==> src/rtl/uart_cmd_host_pkg.sv <==
// -----------------------------------------------------------------------------
// uart_cmd_host_pkg
// Shared definitions for the host-side UART command initiator.
//   - cmd_op_e  : command type carried on cmd_op
//   - state_e   : controller states (IDLE, SEND, WAIT_RSP, DONE)
//   - OPC_*     : first byte of each frame, tells the far end what follows
//   - LEN_*     : number of bytes in each frame, opcode byte included
//   - frame_len / expects_rsp : per-command frame shape helpers
// -----------------------------------------------------------------------------
package uart_cmd_host_pkg;

  typedef enum logic [1:0] {
    OP_RF_WR   = 2'b00,
    OP_RF_RD   = 2'b01,
    OP_ALU_OP  = 2'b10,
    OP_ALU_NOP = 2'b11
  } cmd_op_e;

  typedef enum logic [1:0] {
    IDLE     = 2'd0,
    SEND     = 2'd1,
    WAIT_RSP = 2'd2,
    DONE     = 2'd3
  } state_e;

  localparam logic [7:0] OPC_RF_WR   = 8'hAA;
  localparam logic [7:0] OPC_RF_RD   = 8'hBB;
  localparam logic [7:0] OPC_ALU_OP  = 8'hCC;
  localparam logic [7:0] OPC_ALU_NOP = 8'hDD;

  localparam logic [2:0] LEN_RF_WR   = 3'd3;
  localparam logic [2:0] LEN_RF_RD   = 3'd2;
  localparam logic [2:0] LEN_ALU_OP  = 3'd4;
  localparam logic [2:0] LEN_ALU_NOP = 3'd2;

  function automatic logic [2:0] frame_len(input cmd_op_e op);
    logic [2:0] len;
    case (op)
      OP_RF_WR:   len = LEN_RF_WR;
      OP_RF_RD:   len = LEN_RF_RD;
      OP_ALU_OP:  len = LEN_ALU_OP;
      default:    len = LEN_ALU_NOP;
    endcase
    return len;
  endfunction

  // Register writes are fire-and-forget; every other command gets one byte back.
  function automatic logic expects_rsp(input cmd_op_e op);
    return (op != OP_RF_WR);
  endfunction

endpackage

==> src/rtl/uart_cmd_host_rsp_timer.sv <==
// -----------------------------------------------------------------------------
// rsp_timer
// Loadable up-counter used to bound how long a block waits for a response.
//   clk, rst_n  : clock, asynchronous active-low reset
//   clr         : synchronous clear to zero (highest priority)
//   load        : synchronous load of load_val
//   load_val    : value taken on load
//   en          : count up by one
//   tc_val      : terminal count value
//   tc          : high while the count equals tc_val
// -----------------------------------------------------------------------------
module rsp_timer #(
  parameter int TMO_W = 16
) (
  input  logic             clk,
  input  logic             rst_n,
  input  logic             clr,
  input  logic             load,
  input  logic [TMO_W-1:0] load_val,
  input  logic             en,
  input  logic [TMO_W-1:0] tc_val,
  output logic             tc
);

  logic [TMO_W-1:0] count_q, count_d;

  always_comb begin
    count_d = count_q;
    if (clr) begin
      count_d = '0;
    end else if (load) begin
      count_d = load_val;
    end else if (en) begin
      count_d = count_q + TMO_W'(1);
    end
  end

  always_ff @(posedge clk or negedge rst_n) begin
    if (!rst_n) begin
      count_q <= '0;
    end else begin
      count_q <= count_d;
    end
  end

  assign tc = (count_q == tc_val);

endmodule

==> src/rtl/uart_cmd_host.sv <==
// -----------------------------------------------------------------------------
// uart_cmd_host
// Host-side command initiator. Takes one command per cmd_valid/cmd_ready
// handshake, sends it as an opcode-led byte frame on the TX byte interface,
// waits (bounded) for the single response byte on the RX byte interface and
// reports the outcome as a one-cycle rsp_valid pulse.
//   CLK, RST        : clock, asynchronous active-low reset
//   cmd_*           : command request / fields, cmd_ready high only in IDLE
//   tx_data/valid   : frame byte towards UART TX, tx_ready is its backpressure
//   rx_data/valid   : received byte pulse, rx_err flags a parity/stop error
//   rsp_*           : completion pulse with data, timeout and error flags
//   busy            : high whenever a command is in flight
// -----------------------------------------------------------------------------
module uart_cmd_host
  import uart_cmd_host_pkg::*;
#(
  parameter int               DW      = 8,
  parameter int               FUN_W   = 4,
  parameter int               ADDR_W  = 4,
  parameter int               TMO_W   = 16,
  parameter logic [TMO_W-1:0] TMO_CYC = 16'd5000
) (
  input  logic              CLK,
  input  logic              RST,
  input  logic              cmd_valid,
  output logic              cmd_ready,
  input  logic [1:0]        cmd_op,
  input  logic [ADDR_W-1:0] cmd_addr,
  input  logic [DW-1:0]     cmd_wdata,
  input  logic [DW-1:0]     cmd_a,
  input  logic [DW-1:0]     cmd_b,
  input  logic [FUN_W-1:0]  cmd_fun,
  output logic [DW-1:0]     tx_data,
  output logic              tx_valid,
  input  logic              tx_ready,
  input  logic [DW-1:0]     rx_data,
  input  logic              rx_valid,
  input  logic              rx_err,
  output logic              rsp_valid,
  output logic [DW-1:0]     rsp_data,
  output logic              rsp_timeout,
  output logic              rsp_err,
  output logic              busy
);

  // The timer flags the last waiting cycle, so the timeout lands exactly
  // TMO_CYC cycles after entering WAIT_RSP.
  localparam logic [TMO_W-1:0] TMO_LAST = TMO_CYC - TMO_W'(1);

  state_e              state_q, state_d;
  cmd_op_e             op_q, op_d;
  logic [ADDR_W-1:0]   addr_q, addr_d;
  logic [DW-1:0]       wdata_q, wdata_d;
  logic [DW-1:0]       a_q, a_d;
  logic [DW-1:0]       b_q, b_d;
  logic [FUN_W-1:0]    fun_q, fun_d;
  logic [1:0]          idx_q, idx_d;
  logic [DW-1:0]       rsp_data_q, rsp_data_d;
  logic                rsp_timeout_q, rsp_timeout_d;
  logic                rsp_err_q, rsp_err_d;

  logic                tmr_clr;
  logic                tmr_en;
  logic                tmr_tc;
  logic                last_byte;
  logic [DW-1:0]       byte_sel;

  rsp_timer #(
    .TMO_W(TMO_W)
  ) u_rsp_timer (
    .clk      (CLK),
    .rst_n    (RST),
    .clr      (tmr_clr),
    .load     (1'b0),
    .load_val ('0),
    .en       (tmr_en),
    .tc_val   (TMO_LAST),
    .tc       (tmr_tc)
  );

  // Frame byte mux: opcode first, then the fields in protocol order with
  // addr and fun zero-extended to a full byte.
  always_comb begin
    byte_sel = '0;
    case (op_q)
      OP_RF_WR: begin
        case (idx_q)
          2'd0:    byte_sel = DW'(OPC_RF_WR);
          2'd1:    byte_sel = DW'(addr_q);
          2'd2:    byte_sel = wdata_q;
          default: byte_sel = '0;
        endcase
      end
      OP_RF_RD: begin
        case (idx_q)
          2'd0:    byte_sel = DW'(OPC_RF_RD);
          2'd1:    byte_sel = DW'(addr_q);
          default: byte_sel = '0;
        endcase
      end
      OP_ALU_OP: begin
        case (idx_q)
          2'd0:    byte_sel = DW'(OPC_ALU_OP);
          2'd1:    byte_sel = a_q;
          2'd2:    byte_sel = b_q;
          default: byte_sel = DW'(fun_q);
        endcase
      end
      default: begin
        case (idx_q)
          2'd0:    byte_sel = DW'(OPC_ALU_NOP);
          2'd1:    byte_sel = DW'(fun_q);
          default: byte_sel = '0;
        endcase
      end
    endcase
  end

  assign last_byte = ({1'b0, idx_q} == (frame_len(op_q) - 3'd1));

  // Next-state logic. The timer is held clear outside WAIT_RSP so it always
  // starts from zero on entry. A response byte takes priority over the
  // terminal count when both happen in the same cycle.
  always_comb begin
    state_d       = state_q;
    op_d          = op_q;
    addr_d        = addr_q;
    wdata_d       = wdata_q;
    a_d           = a_q;
    b_d           = b_q;
    fun_d         = fun_q;
    idx_d         = idx_q;
    rsp_data_d    = rsp_data_q;
    rsp_timeout_d = rsp_timeout_q;
    rsp_err_d     = rsp_err_q;
    tmr_clr       = 1'b1;
    tmr_en        = 1'b0;

    case (state_q)
      IDLE: begin
        if (cmd_valid) begin
          op_d          = cmd_op_e'(cmd_op);
          addr_d        = cmd_addr;
          wdata_d       = cmd_wdata;
          a_d           = cmd_a;
          b_d           = cmd_b;
          fun_d         = cmd_fun;
          idx_d         = 2'd0;
          rsp_data_d    = '0;
          rsp_timeout_d = 1'b0;
          rsp_err_d     = 1'b0;
          state_d       = SEND;
        end
      end
      SEND: begin
        if (tx_ready) begin
          if (last_byte) begin
            idx_d   = 2'd0;
            state_d = expects_rsp(op_q) ? WAIT_RSP : DONE;
          end else begin
            idx_d = idx_q + 2'd1;
          end
        end
      end
      WAIT_RSP: begin
        tmr_clr = 1'b0;
        tmr_en  = 1'b1;
        if (rx_valid) begin
          rsp_data_d = rx_data;
          rsp_err_d  = rx_err;
          state_d    = DONE;
        end else if (tmr_tc) begin
          rsp_data_d    = '0;
          rsp_timeout_d = 1'b1;
          state_d       = DONE;
        end
      end
      default: begin
        rsp_timeout_d = 1'b0;
        rsp_err_d     = 1'b0;
        state_d       = IDLE;
      end
    endcase
  end

  always_ff @(posedge CLK or negedge RST) begin
    if (!RST) begin
      state_q       <= IDLE;
      op_q          <= OP_RF_WR;
      addr_q        <= '0;
      wdata_q       <= '0;
      a_q           <= '0;
      b_q           <= '0;
      fun_q         <= '0;
      idx_q         <= 2'd0;
      rsp_data_q    <= '0;
      rsp_timeout_q <= 1'b0;
      rsp_err_q     <= 1'b0;
    end else begin
      state_q       <= state_d;
      op_q          <= op_d;
      addr_q        <= addr_d;
      wdata_q       <= wdata_d;
      a_q           <= a_d;
      b_q           <= b_d;
      fun_q         <= fun_d;
      idx_q         <= idx_d;
      rsp_data_q    <= rsp_data_d;
      rsp_timeout_q <= rsp_timeout_d;
      rsp_err_q     <= rsp_err_d;
    end
  end

  // Outputs decode straight from the state register, so an async reset
  // drops tx_valid immediately.
  assign tx_valid    = (state_q == SEND);
  assign tx_data     = (state_q == SEND) ? byte_sel : '0;
  assign rsp_valid   = (state_q == DONE);
  assign rsp_data    = rsp_data_q;
  assign rsp_timeout = rsp_timeout_q;
  assign rsp_err     = rsp_err_q;
  assign cmd_ready   = (state_q == IDLE);
  assign busy        = (state_q != IDLE);

endmodule

==> config.mk <==
export PLATFORM = sky130hd
export DESIGN_NAME = uart_cmd_host
export DESIGN_NICKNAME = d
export VERILOG_FILES = /design/src/rtl/uart_cmd_host_pkg.sv /design/src/rtl/uart_cmd_host_rsp_timer.sv /design/src/rtl/uart_cmd_host.sv
export SDC_FILE = /design/constraint.sdc
export NUM_CORES = 1
export LEC_CHECK = 0
export ABC_AREA = 1
export BUFFER_PORTS_ARGS = -buffer_cell sky130_fd_sc_hd__buf_2
export CORE_UTILIZATION = 59
export DETAILED_ROUTE_END_ITERATION = 7
export PLACE_DENSITY_LB_ADDON = 0.2
export SYNTH_ARGS = -nofsm -noshare
export SYNTH_HDL_FRONTEND = slang
export SYNTH_SLANG_ARGS = --single-unit
==> constraint.sdc <==
create_clock -name CLK -period 2.5 [get_ports CLK]
set_input_delay 0.125 -clock CLK [delete_from_list [all_inputs] [get_ports CLK]]
set_output_delay 0.125 -clock CLK [all_outputs]
set_load 0.03 [all_outputs]
* Word level (Yosys, flattened, before mapping) *
Index checks and enable logic that the tools add are counted.
Widths: inputs -> output; s select.

word-level totals
  bits in registers = 64
  input bits = 48
  output and inout port bits = 22
  logic and storage cells = 77

cells by class
  add/subtract/negate cells = 3
  equal/unequal tests = 17
  mux-type cells = 31
  bitwise operators = 1
  reduce and logical (&&, ||, !) cells = 13

operators with widths
  cell                   number
  $pmux 8 s3             3
  $pmux 8 s2             3
  $mux 16                2
  $mux 8                 4
  $add 16x1->16 const B  1
  $eq 16x13->1 const B   1
  $mux 2                 8
  $ne 2x2->1 const B     5
  $reduce_and 3->1       3
  $eq 2x2->1 const B     4
  $reduce_and 4->1       2
  $reduce_bool 2->1      4
  $eq 2x1->1 const B     3
  $logic_not 2->1        3
  $mux 1                 6
  $pmux 1 s3             2
  $pmux 2 s3             1
  $pmux 3 s2             1
  $ne 2x1->1 const B     2
  $pmux 2 s2             1
  $eq 2x3->1             1
  $ne 3x3->1 const B     1
  $sub 3x1->3 const B    1
  $add 2x1->2 const B    1
  2 further kinds        2

* Logic depth before layout (Yosys ltp) *
Gate-level depths: netlist of the first run.

  depth in word-level cells = 7
  gate-level depth with buffers = 11
  mapped depth without buffers = 10

* Cells and area by module *
Synthesis of the first run repeated with hierarchy kept, for this count alone.

second synthesis, totals
  cell total of the unflattened synthesis = 501
  area, all modules = 4065.1 sq um

modules (own cells, without submodules)
  module         times used  cells each  area an instance (sq um)  seq. area each (sq um)
  uart_cmd_host  1           288         2667.6                    1201.2
  rsp_timer      1           213         1397.6                    400.4

* Least setup slack after synthesis of the first run *
Ideal clock, no wire load.

  kind = register to output
  from = register idx_q[0]
  to = output tx_data[1]
  data arrival time = 1947 ps
  required time = 2375 ps
  setup slack = 428 ps
  stages on the path, launching flop included = 9
  buffers on the path = 2
  cell sequence = dfrtp_1 -> inv_1 -> ha_1 -> clkbuf_2 -> buf_2 -> nand2_1 -> nand3_1 -> nand2_1 -> a211oi_1

on the way
  word-level cells in the longest chain between the ends = 4
  elaborated cells on any way between the ends = 9
  those cells by class = 2 x eq/ne; 6 x mux; 1 x reduce/logical

ends and longest elaborated chain
  item                                      line                                       text
  start: declaration                        uart_cmd_host.sv:57                        logic [1:0] idx_q, idx_d;
  start signal: assignment                  uart_cmd_host.sv:207                       idx_q <= idx_d;
  $eq 2x2->1, or another cell as far along  uart_cmd_host.sv:87, uart_cmd_host.sv:102
  $pmux 8 s3, or another cell as far along  uart_cmd_host.sv:102                       case (idx_q)
  $pmux 8 s3 *                              uart_cmd_host.sv:85                        case (op_q)
  $mux 8 *                                  uart_cmd_host.sv:217                       assign tx_data = (state_q == SEND) ? byte_sel : '0;
  end: declaration                          uart_cmd_host.sv:33                        output logic [DW-1:0] tx_data,

Mark *: on every way between the ends. The rest lies on a longest branch, timed or not.

* Worst setup path in the final report of the first run *
  from = register idx_q[1]
  to = output tx_data[1]

The elaborated chain is that of the path after synthesis.

==> results by group, run 1 <==
Finish
  – Multi-input gate area: approximately 1600 µm²
  – Area grow syn2layout: 19.51%
  – Final net count: ~520
  – Layout cell share with drive strength beyond 1: a little under a third
  – Fin util: 73.17%
  – Sequential cell area: 1602 µm²
  – Final std cells w/o fill: about 540
  – Number of diodes: 0
  – Layout fillers: between 400 and 500

Worst setup path
  – Startpoint types: flop
  – CP Capture Type: output port
  – WP data required: 2.38 ns
  – FF-to-FF setup slack: roughly 0.71 ns
  – CP Class: flop to output port
  – Critical Path Fanout Max: 17
  – CP arrival: 2.22 ns

Clocking
  – Worst-skew pair later-pin latency: 0.34 ns
  – Post-CTS setup buffers: 0
  – CTS Sinks: 64
  – Max Buffers Root-to-Sink: 2
  – TritonCTS clock tree: yes
  – H-tree levels: 3
  – CTS Buf Count: 9
  – Clock Tree Root: clkbuf_8
  – Reg clk slew, reported paths: ~0.07 ns

Global routing
  – First-pass GRT wire length: 12,280 µm
  – Overflow after GRT: 0
  – Vias in the first global route: 2,718
  – GRT Total Usage: 26.23%
  – Initial antenna violation count: 0
  – Largest net degree at the start of global routing: 65

Synth
  – Synth Area in Compound Gates: ~9%
  – Post-synthesis cell count: 388
  – Synth Register Bits: 64
  – Synth Area in Simple Gates: 22.80%
  – Post-Synth XOR/XNOR Area: 0.7746%
  – Post-synth cell types: 31
  – Post-Syn Area: 3392 µm²
  – Syn Nets: between 400 and 500
  – Sequential area share after synthesis: between 40 and 50%
  – Avg Synthesized Cell Area: between 8 and 9 µm²
  – Largest family of logic cells by synthesized area: simple AND/OR/NAND/NOR gates
  – Synth warnings: 0
  – Mux share of post-synthesis cell area: 10.62%
  – Post-synthesis adder-cell area fraction: 3.320%

Placed design
  – Pre-CTS setup slack: 0.5593 ns
  – Gpl congestion: a little over 0.9
  – Hpwl dp: 5316 µm
  – Number of cells after detailed placement: around 520
  – Port Buf Inserts: 69

Pwr
  – P_int: 2.678 mW
  – Leak: 1.991 nW
  – Clock Power Share: 19.4%
  – Sequential share of power: 36.6%
  – P_sw: approximately 1.9 mW
  – P per Cell Area: 1132 nW/µm²
  – Power share of the combinational group: 44.0%
  – Sw frac: 41.64%
  – Worst vdd ir: 0.7138 mV

Detailed routing
  – Via count: 2,912
  – First-pass iteration count of the detailed router: 5
  – Via/cell ratio: 5.373
  – Post-route ant nets: 0
  – DRT iter0 DRCs: 152
  – Drt drc: 0
  – Final WL: 7410 µm
  – Wire length per cell: 13.67 µm

STA
  – Setup repair after global routing missed its margin: no
  – Worst Skew: 0.007960 ns
  – Tcrit/Tclk final: 93.90%
  – Final setup TNS: 0 ns
  – Worst-margin pin slew: about 0.57 ns
  – Endpoints failing setup: 0
  – Slew headroom: 61.84%
  – Fin. Hold Viols: 0
  – Slew Viols, Final: 0
  – FMAX: about 0.43 GHz
  – Worst Setup Slack, final: around 0.15 ns
  – Min Tclk post-route: ~2.3 ns

Run
  – Max Cap Violations: 0

Floorplanning
  – CORE AREA: 5540 µm²
  – Site row count: 27
  – Full die area: 6057 µm²
  – Die Span Y: 77.83 µm
  – Die X: 77.83 µm
  – IO Count: 70
  – Initial Util: 61.22%

Outcome
  – Outcome: complete, no violations

Hold path
  – Worst Hold Class: input port to flop
-- path summary, 6_finish.rpt --
check                      cells past startpoint                endpoint                    from
max reg2reg                                    8             rsp_data[2]              state_q[0]
max                                            7              tx_data[1]                idx_q[1]
min reg2reg                                    1  u_rsp_timer.count_q[0]  u_rsp_timer.count_q[0]
min                                            2                  a_q[7]                cmd_a[7]
max in group asynchronous                      3  u_rsp_timer.count_q[3]                     RST
min in group asynchronous                      3                  a_q[0]                     RST
-- cells in the mapped netlist (all sizes together) --
master	number	area, µm²
nor3	4	20.02
dfrtp	64	1602
nand4	5	31.28
and3	2	12.51
o21a	2	15.01
nand2	96	385.4
clkinv	1	3.750
a211oi	3	22.52
clkbuf	2	8.750
a21oi	16	80.08
a31oi	2	12.51
ha	9	112.6
a31o	1	8.760
buf	9	51.30
inv	39	148.9
o21ai	21	135.1
mux2	32	360.4
o211ai	3	22.52
nor2	45	183.9
nand3	28	140.1
xor2	3	26.28
a22o	1	8.760
-- through the flow --
stage | power [mW] | cell area (µm²) | hold slack (ns)
after floorplan | 3.184 | 3392 | -0.1706
after global placement | 3.621 | 3802 | 0.1622
after detailed placement | 3.680 | 3802 | 0.1827
after CTS | 4.593 | 4051 | 0.002116
after global routing | 4.889 | 4054 | 0.006033
final | 4.589 | 4054 | 0.009832
-- power by group through the flow --
stage               clock network (mW)  logic [mW]  registers (mW)
finish                           0.892        2.02            1.68
global route                     0.955        2.22            1.71
CTS                              0.913        2.01            1.67
detailed placement                   0        1.99            1.69
global placement                     0        1.94            1.68
floorplan                            0        1.49            1.70
-- metal layers --
| layer | share of wire [%] | GRT usage, % | routed length (µm) | vias to the layer above |
|---|---|---|---|---|
| li1 | - | - | - | 1418 |
| met1 | 41 | 29.80 | 3067 | 1394 |
| met3 | 4.8 | 7.882 | 353 | 11 |
| met4 | 1.4 | 7.736 | 106 | 0 |
| met5 | 0 | 0 | 0 | - |
| met2 | 52 | 47.17 | 3882 | 89 |
-- critical path, cell delays in order (launching register included) --
cell,delay [ns]
dfrtp_1,0.42
inv_1,0.13
ha_1,0.54
nand2_1,0.12
nand3_1,0.10
nand2_1,0.05
a211oi_1,0.27
buf_2,0.25
-- cells by family after synthesis --
logic type,count (synthesis)
simple gates,180
fa+ha+maj,9
compound gates,49
buf+inv,51
flops,64
xor+xnor,3
mux,32
-- flip-flops by register name, indices dropped and copies added, names as in the netlist --
name / flops
rsp_timeout: 1
fun_q: 4
a_q: 8
addr_q: 4
rsp_data: 8
state_q: 2
rsp_err: 1
wdata_q: 8
u_rsp_timer.count_q: 16
idx_q: 2
op_q: 2
b_q: 8
-- area by class of cell --
cell class                 instances  share of cell area (%)
clock buffer                      13                   3.920
clock inverter                     3                  0.9877
inverter                          40                   3.765
multi-input combinational        273                   38.98
sequential                        64                   39.51
tap                               72                   2.222
timing repair buffer              77                   10.62
-- layout by cell type, fill, tap and decap left out, types with 7 or more instances in the layout --
master	count
nand2_1	88
ha_1	8
mux2_2	32
nor2_1	43
a21oi_1	16
nand2_2	7
nand3_1	28
dfrtp_1	64
inv_1	34
o21ai_0	12
buf_2	69
clkbuf_8	11
o21ai_2	8
-- repair_timing --
| action | CTS | global route |
|---|---|---|
| gates resized for setup | 0 | 1 |
| hold endpoints to repair | 68 | 0 |
| hold buffers | 5 | 0 |
| endpoints found under the setup margin | 0 | 1 |
Power figures use the tool's default switching activity.
==> run 2: changes to the inputs <==
- SETUP_SLACK_MARGIN: not set -> 0.2
==> results by group, run 2 (synthesis results as in run 1) <==
Worst setup path
  – Critical Path Fanout Max: 17
  – FF-to-FF setup slack: 0.72 ns
  – CP max-delay cell: dfrtp_1
  – CP endpoint: tx_data[1]
  – Most used cell, CP: nand2_1
  – FF-to-FF path depth: 8
  – CP Capture Type: output port
  – CP Cell Sequence: inv_1 > ha_2 > nand2_1 > nand3_1 > nand2_1 > a211oi_1 > buf_2
  – Worst path max stage delay: 0.44 ns
  – Worst R2R End: rsp_data[2]
  – CP Class: flop to output port
  – Critical path origin: idx_q[1]
  – Start of the worst register-to-register path: state_q[0]
  – CP arrival: 2.07 ns
  – WP data required: 2.38 ns
  – Startpoint types: flop

Finish
  – Number of diodes: 0
  – Leading cell type in the layout, fill and taps excluded: nand2_1
  – Most frequent cells in the layout: 88 x nand2_1, 69 x buf_2, 64 x dfrtp_1, 43 x nor2_1, 33 x inv_1
  – Layout cell share with drive strength beyond 1: 30.85%
  – Largest register FFs: 16
  – Final net count: about 520
  – Largest Register: u_rsp_timer.count_q
  – Area grow syn2layout: 19.88%
  – Layout fillers: 419

Hold path
  – Worst Hold Class: input port to flop

Clocking
  – Post-CTS setup buffers: 0
  – CTS Sinks: 64
  – CTS Buf Count: 9
  – H-tree levels: 3
  – Max Buffers Root-to-Sink: 2
  – Worst-skew pair later-pin latency: around 0.34 ns
  – Clock Tree Root: clkbuf_8
  – TritonCTS clock tree: yes
  – Reg clk slew, reported paths: 0.07 ns

Floorplanning
  – Site row count: 27
  – CORE AREA: 5540 µm²
  – Full die area: 6057 µm²
  – Die X: 77.83 µm
  – Initial Util: around three fifths
  – Die Span Y: roughly 80 µm
  – IO Count: 70

Detailed routing
  – DRT iter0 DRCs: 180
  – Wire length per cell: 13.75 µm
  – Via/cell ratio: 5.373
  – Final WL: 7451 µm
  – Post-route ant nets: 0
  – Drt drc: 0
  – First-pass iteration count of the detailed router: 5
  – Via count: 2,912

Pwr
  – P per Cell Area: about 1100 nW/µm²
  – Worst vdd ir: 0.7199 mV
  – Total power: roughly 4.6 mW
  – Leak: about 2 nW

STA
  – Worst-margin pin slew: 0.4392 ns
  – Min Tclk post-route: 2.195 ns
  – Slew headroom: 70.72%
  – Tcrit/Tclk final: between 80% and 90%
  – Fin. Hold Viols: 0
  – Setup repair after global routing missed its margin: yes
  – Worst Skew: around 0.0093 ns
  – FMAX: 0.4555 GHz
  – Endpoints failing setup: 0
  – Slew Viols, Final: 0
  – Final setup TNS: 0 ns

Placed design
  – Gpl congestion: 0.9206
  – Hpwl dp: roughly 5300 µm
  – Port Buf Inserts: 69

Global routing
  – Overflow after GRT: 0
  – GRT Total Usage: around a quarter
  – Vias in the first global route: roughly 2,700
  – First-pass GRT wire length: 12,340 µm
  – Largest net degree at the start of global routing: 65
  – Initial antenna violation count: 0

Outcome
  – Outcome: complete, no violations

Run
  – Max Cap Violations: 0
[run 2: cell types whose count changed in the layout (fill, tap and decap cells not counted)]
| cell | before | now |
|---|---|---|
| ha_1 | 8 | 7 |
| inv_1 | 34 | 33 |
| ha_4 | 0 | 1 |
| inv_2 | 4 | 5 |
[run 2: stage by stage]
step	std cells	util, %	hold slack (ns)	worst slack [ns]	area [µm²]
6_report	542	73.40	0.01221	0.3048	4066
5_1_grt	542	73.40	0.006054	0.1676	4066
4_1_cts	542	73.22	0.002116	0.2981	4056
3_5_place_dp	521	68.63	0.1827	0.5593	3802
3_3_place_gp	521	68.63	0.1622	0.6144	3802
2_1_floorplan	388	-	-0.1706	0.4282	3392
[run 2: worst min-delay path by stage]
stage,to,startpoint,slack (ns),cells after the start
after global routing,a_q[0],cmd_a[0],0.006,2
after floorplan,a_q[0],RST,-0.17,0
after detailed placement,a_q[4],RST,0.18,2
after CTS,a_q[7],cmd_a[7],0.002,2
after global placement,a_q[6],RST,0.16,2
final,a_q[7],cmd_a[7],0.01,2
[run 2: worst max-delay path, delay by kind of cell (launching register included)]
kind | cells | cell delay, ns
AO/OA/AOI/OAI | 1 | 0.27
flip-flops | 1 | 0.44
adder cells (fa/ha/maj) | 1 | 0.40
buffers and inverters | 2 | 0.40
AND/OR/NAND/NOR | 3 | 0.22
[run 2: final cells by class]
| type | count | area, µm² | share of cell area [%] |
|---|---|---|---|
| Inverter | 40 | 152.6 | 3.754 |
| Sequential cell | 64 | 1602 | 39.38 |
| Clock inverter | 3 | 40.04 | 0.9846 |
| Clock buffer | 13 | 158.9 | 3.908 |
| Timing Repair Buffer | 77 | 430.4 | 10.58 |
| Multi-Input combinational cell | 273 | 1593 | 39.17 |
| Tap cell | 72 | 90.09 | 2.215 |
[run 2: metal layers]
layer  up-vias  wire length, µm  share of wire (%)  global-route usage (%)
met1      1381             3020                 41                   29.84
met2       100             3924                 53                   47.17
met4         0              104                1.4                   8.868
met3        10              402                5.4                   7.882
li1       1421                -                  -                       -
met5         -                0                  0                       0
[run 2: repair_timing]
item / in CTS / in global routing
hold buffers: 5 / 0
endpoints found under the hold margin: 68 / 0
resized for setup: 2 / 2
setup endpoints to repair: 2 / 2
[run 2: report_power, final]
part,internal [mW],leakage (nW),switching (mW)
clock network,0.512,0.103,0.380
registers,1.41,0.809,0.272
logic,0.764,1.08,1.27
==> run 3: changes to the inputs <==
- CORE_MARGIN: not set -> 8
- HOLD_SLACK_MARGIN: not set -> 0.12
- SLEW_MARGIN: not set -> 20
==> results by group, run 3 (synthesis results as in run 1) <==
Clocking
  – Post-CTS setup buffers: 0
  – Reg clk slew, reported paths: roughly 0.06 ns
  – Worst-skew pair later-pin latency: 0.35 ns
  – CTS Buf Count: 9
  – CTS Sinks: 64
  – Max Buffers Root-to-Sink: 2
  – Clock Tree Root: clkbuf_8
  – TritonCTS clock tree: yes
  – H-tree levels: 3

Worst setup path
  – CP arrival: about 2.1 ns
  – CP top delay family: flip-flops
  – Startpoint types: flop
  – CP max-delay cell: dfrtp_1
  – CP Capture Type: output port
  – Worst path max stage delay: 0.44 ns
  – FF-to-FF setup slack: 0.73 ns
  – CP Class: flop to output port
  – Critical Path Fanout Max: 17
  – WP data required: 2.38 ns
  – Most used cell, CP: nand2_1
  – CP Cell Sequence: inv_1 > ha_2 > nand2_1 > nand3_1 > nand2_1 > a211oi_1 > buf_2
  – Buffers & Inverters on Critical Path: 2

Global routing
  – Vias in the first global route: 3,386
  – Met1 GRT Util: around a quarter
  – Largest net degree at the start of global routing: 65
  – First-pass GRT wire length: between 15,000 and 20,000 µm
  – GRT Total Usage: 22.50%
  – GR Util met3: 5.786%
  – Initial antenna violation count: 1
  – Overflow after GRT: 0
  – Top Usage Layer GRT: met2
  – Met2 Resource Use GR: between 40% and 50%

Detailed routing
  – Drt drc: 0
  – Via count: 3,136
  – DRT iter0 DRCs: 172
  – Post-route ant nets: 0
  – Wire length per cell: about 15 µm
  – Final WL: between 8000 and 9000 µm
  – First-pass iteration count of the detailed router: 4
  – Via/cell ratio: 5.388

Finish
  – Final net count: 561
  – Layout fillers: about 340
  – Layout cell share with drive strength beyond 1: 28.49%
  – Multi-input gate area: 1593 µm²
  – Area grow syn2layout: 32.46%
  – Largest register FFs: 16
  – Most frequent cells in the layout: 88 x nand2_1, 69 x buf_2, 64 x dfrtp_1, 44 x dlygate4sd3_1, 43 x nor2_1
  – Sequential cell area: approximately 1600 µm²
  – Leading cell type in the layout, fill and taps excluded: nand2_1
  – Largest Register: u_rsp_timer.count_q

Placed design
  – Hpwl dp: 5886 µm
  – Pre-CTS setup slack: 0.5115 ns
  – Port Buf Inserts: 69
  – Gpl congestion: 0.9980

STA
  – Worst Setup Slack, final: 0.2941 ns
  – Setup repair after global routing missed its margin: yes
  – Slew headroom: a little over two thirds
  – Fin. Hold Viols: 0
  – Worst-margin pin slew: roughly 0.45 ns
  – Slew Viols, Final: 0
  – Min Tclk post-route: ~2.2 ns
  – Worst Skew: ~0.012 ns
  – Final setup TNS: 0 ns
  – Endpoints failing setup: 0
  – FMAX: 0.4533 GHz
  – Tcrit/Tclk final: around nine tenths

Outcome
  – Outcome: complete, no violations

Floorplanning
  – IO Count: 70
  – Site row count: 27
  – Die Span Y: roughly 92 µm
  – CORE AREA: between 5000 and 6000 µm²
  – Initial Util: 61.22%
  – Full die area: 8432 µm²
  – Die X: 91.83 µm

Run
  – Max Cap Violations: 0

Pwr
  – Leak: 2.169 nW
  – P per Cell Area: 1077 nW/µm²
  – Worst vdd ir: 0.6346 mV

Hold path
  – Worst Hold Class: input port to flop
-- run 3: cell count changes in the layout (fill, tap and decap cells not counted), sizes merged --
| cell | before | now |
|---|---|---|
| bufinv | 1 | 2 |
| dlygate4sd3 | 5 | 44 |
| clkinv | 3 | 1 |
| clkbuf | 13 | 14 |
| diode | 0 | 1 |
-- run 3: stage by stage --
stage / instances / hold slack [ns] / power [mW] / util [%] / area, µm²
after global routing: 582 / 0.2606 / 5.144 / 81.10 / 4493
final: 582 / 0.2243 / 4.841 / 81.10 / 4493
after floorplan: 388 / -0.1706 / 3.184 / - / 3392
after CTS: 581 / 0.2052 / 4.821 / 80.87 / 4481
after global placement: 521 / 0.1592 / 3.627 / 68.63 / 3802
after detailed placement: 521 / 0.1632 / 3.707 / 68.63 / 3802
-- run 3: where the power goes --
group | leakage (nW) | total, mW | switching (mW) | internal (mW)
Clock | 0.117 | 1.04 | 0.394 | 0.645
Combinational | 1.24 | 2.11 | 1.31 | 0.805
Sequential | 0.809 | 1.69 | 0.277 | 1.41
Total | 2.17 | 4.84 | 1.98 | 2.86
-- run 3: worst paths after layout --
path | cells after the start | start | end
min in group asynchronous | 3 | RST | wdata_q[1]
hold / removal | 4 | rx_valid | rsp_err
setup reg to reg | 8 | state_q[0] | rsp_data[2]
max in group asynchronous | 3 | RST | b_q[2]
setup / recovery | 7 | idx_q[1] | tx_data[1]
hold reg to reg | 1 | u_rsp_timer.count_q[0] | u_rsp_timer.count_q[0]
-- run 3: area by class of cell --
cell class | count | share of cell area, %
inverters | 40 | 3.397
well taps | 72 | 2.005
clock inverters | 2 | 1.337
multi-input cells | 273 | 35.45
diodes | 1 | 0.05569
repair buffers | 116 | 18.27
flip-flops and latches | 64 | 35.64
clock buffers | 14 | 3.843
-- run 3: metal layers --
| metal | wire, µm | vias to the layer above |
|---|---|---|
| met1 | 3425 | 1489 |
| li1 | - | 1497 |
| met2 | 4700 | 122 |
| met4 | 240 | 0 |
| met3 | 551 | 28 |
| met5 | 0 | - |
-- run 3: worst min-delay path, stage by stage --
cell	delay (ns)
buf_2	0.09
nor2_1	0.06
o21ai_0	0.16
o21ai_0	0.08
-- run 3: what timing repair did --
action,in CTS,in global routing
endpoints found under the setup margin,3,3
pin swaps,0,0
endpoints found under the hold margin,107,0
hold buffers,44,0
resized for setup,2,2
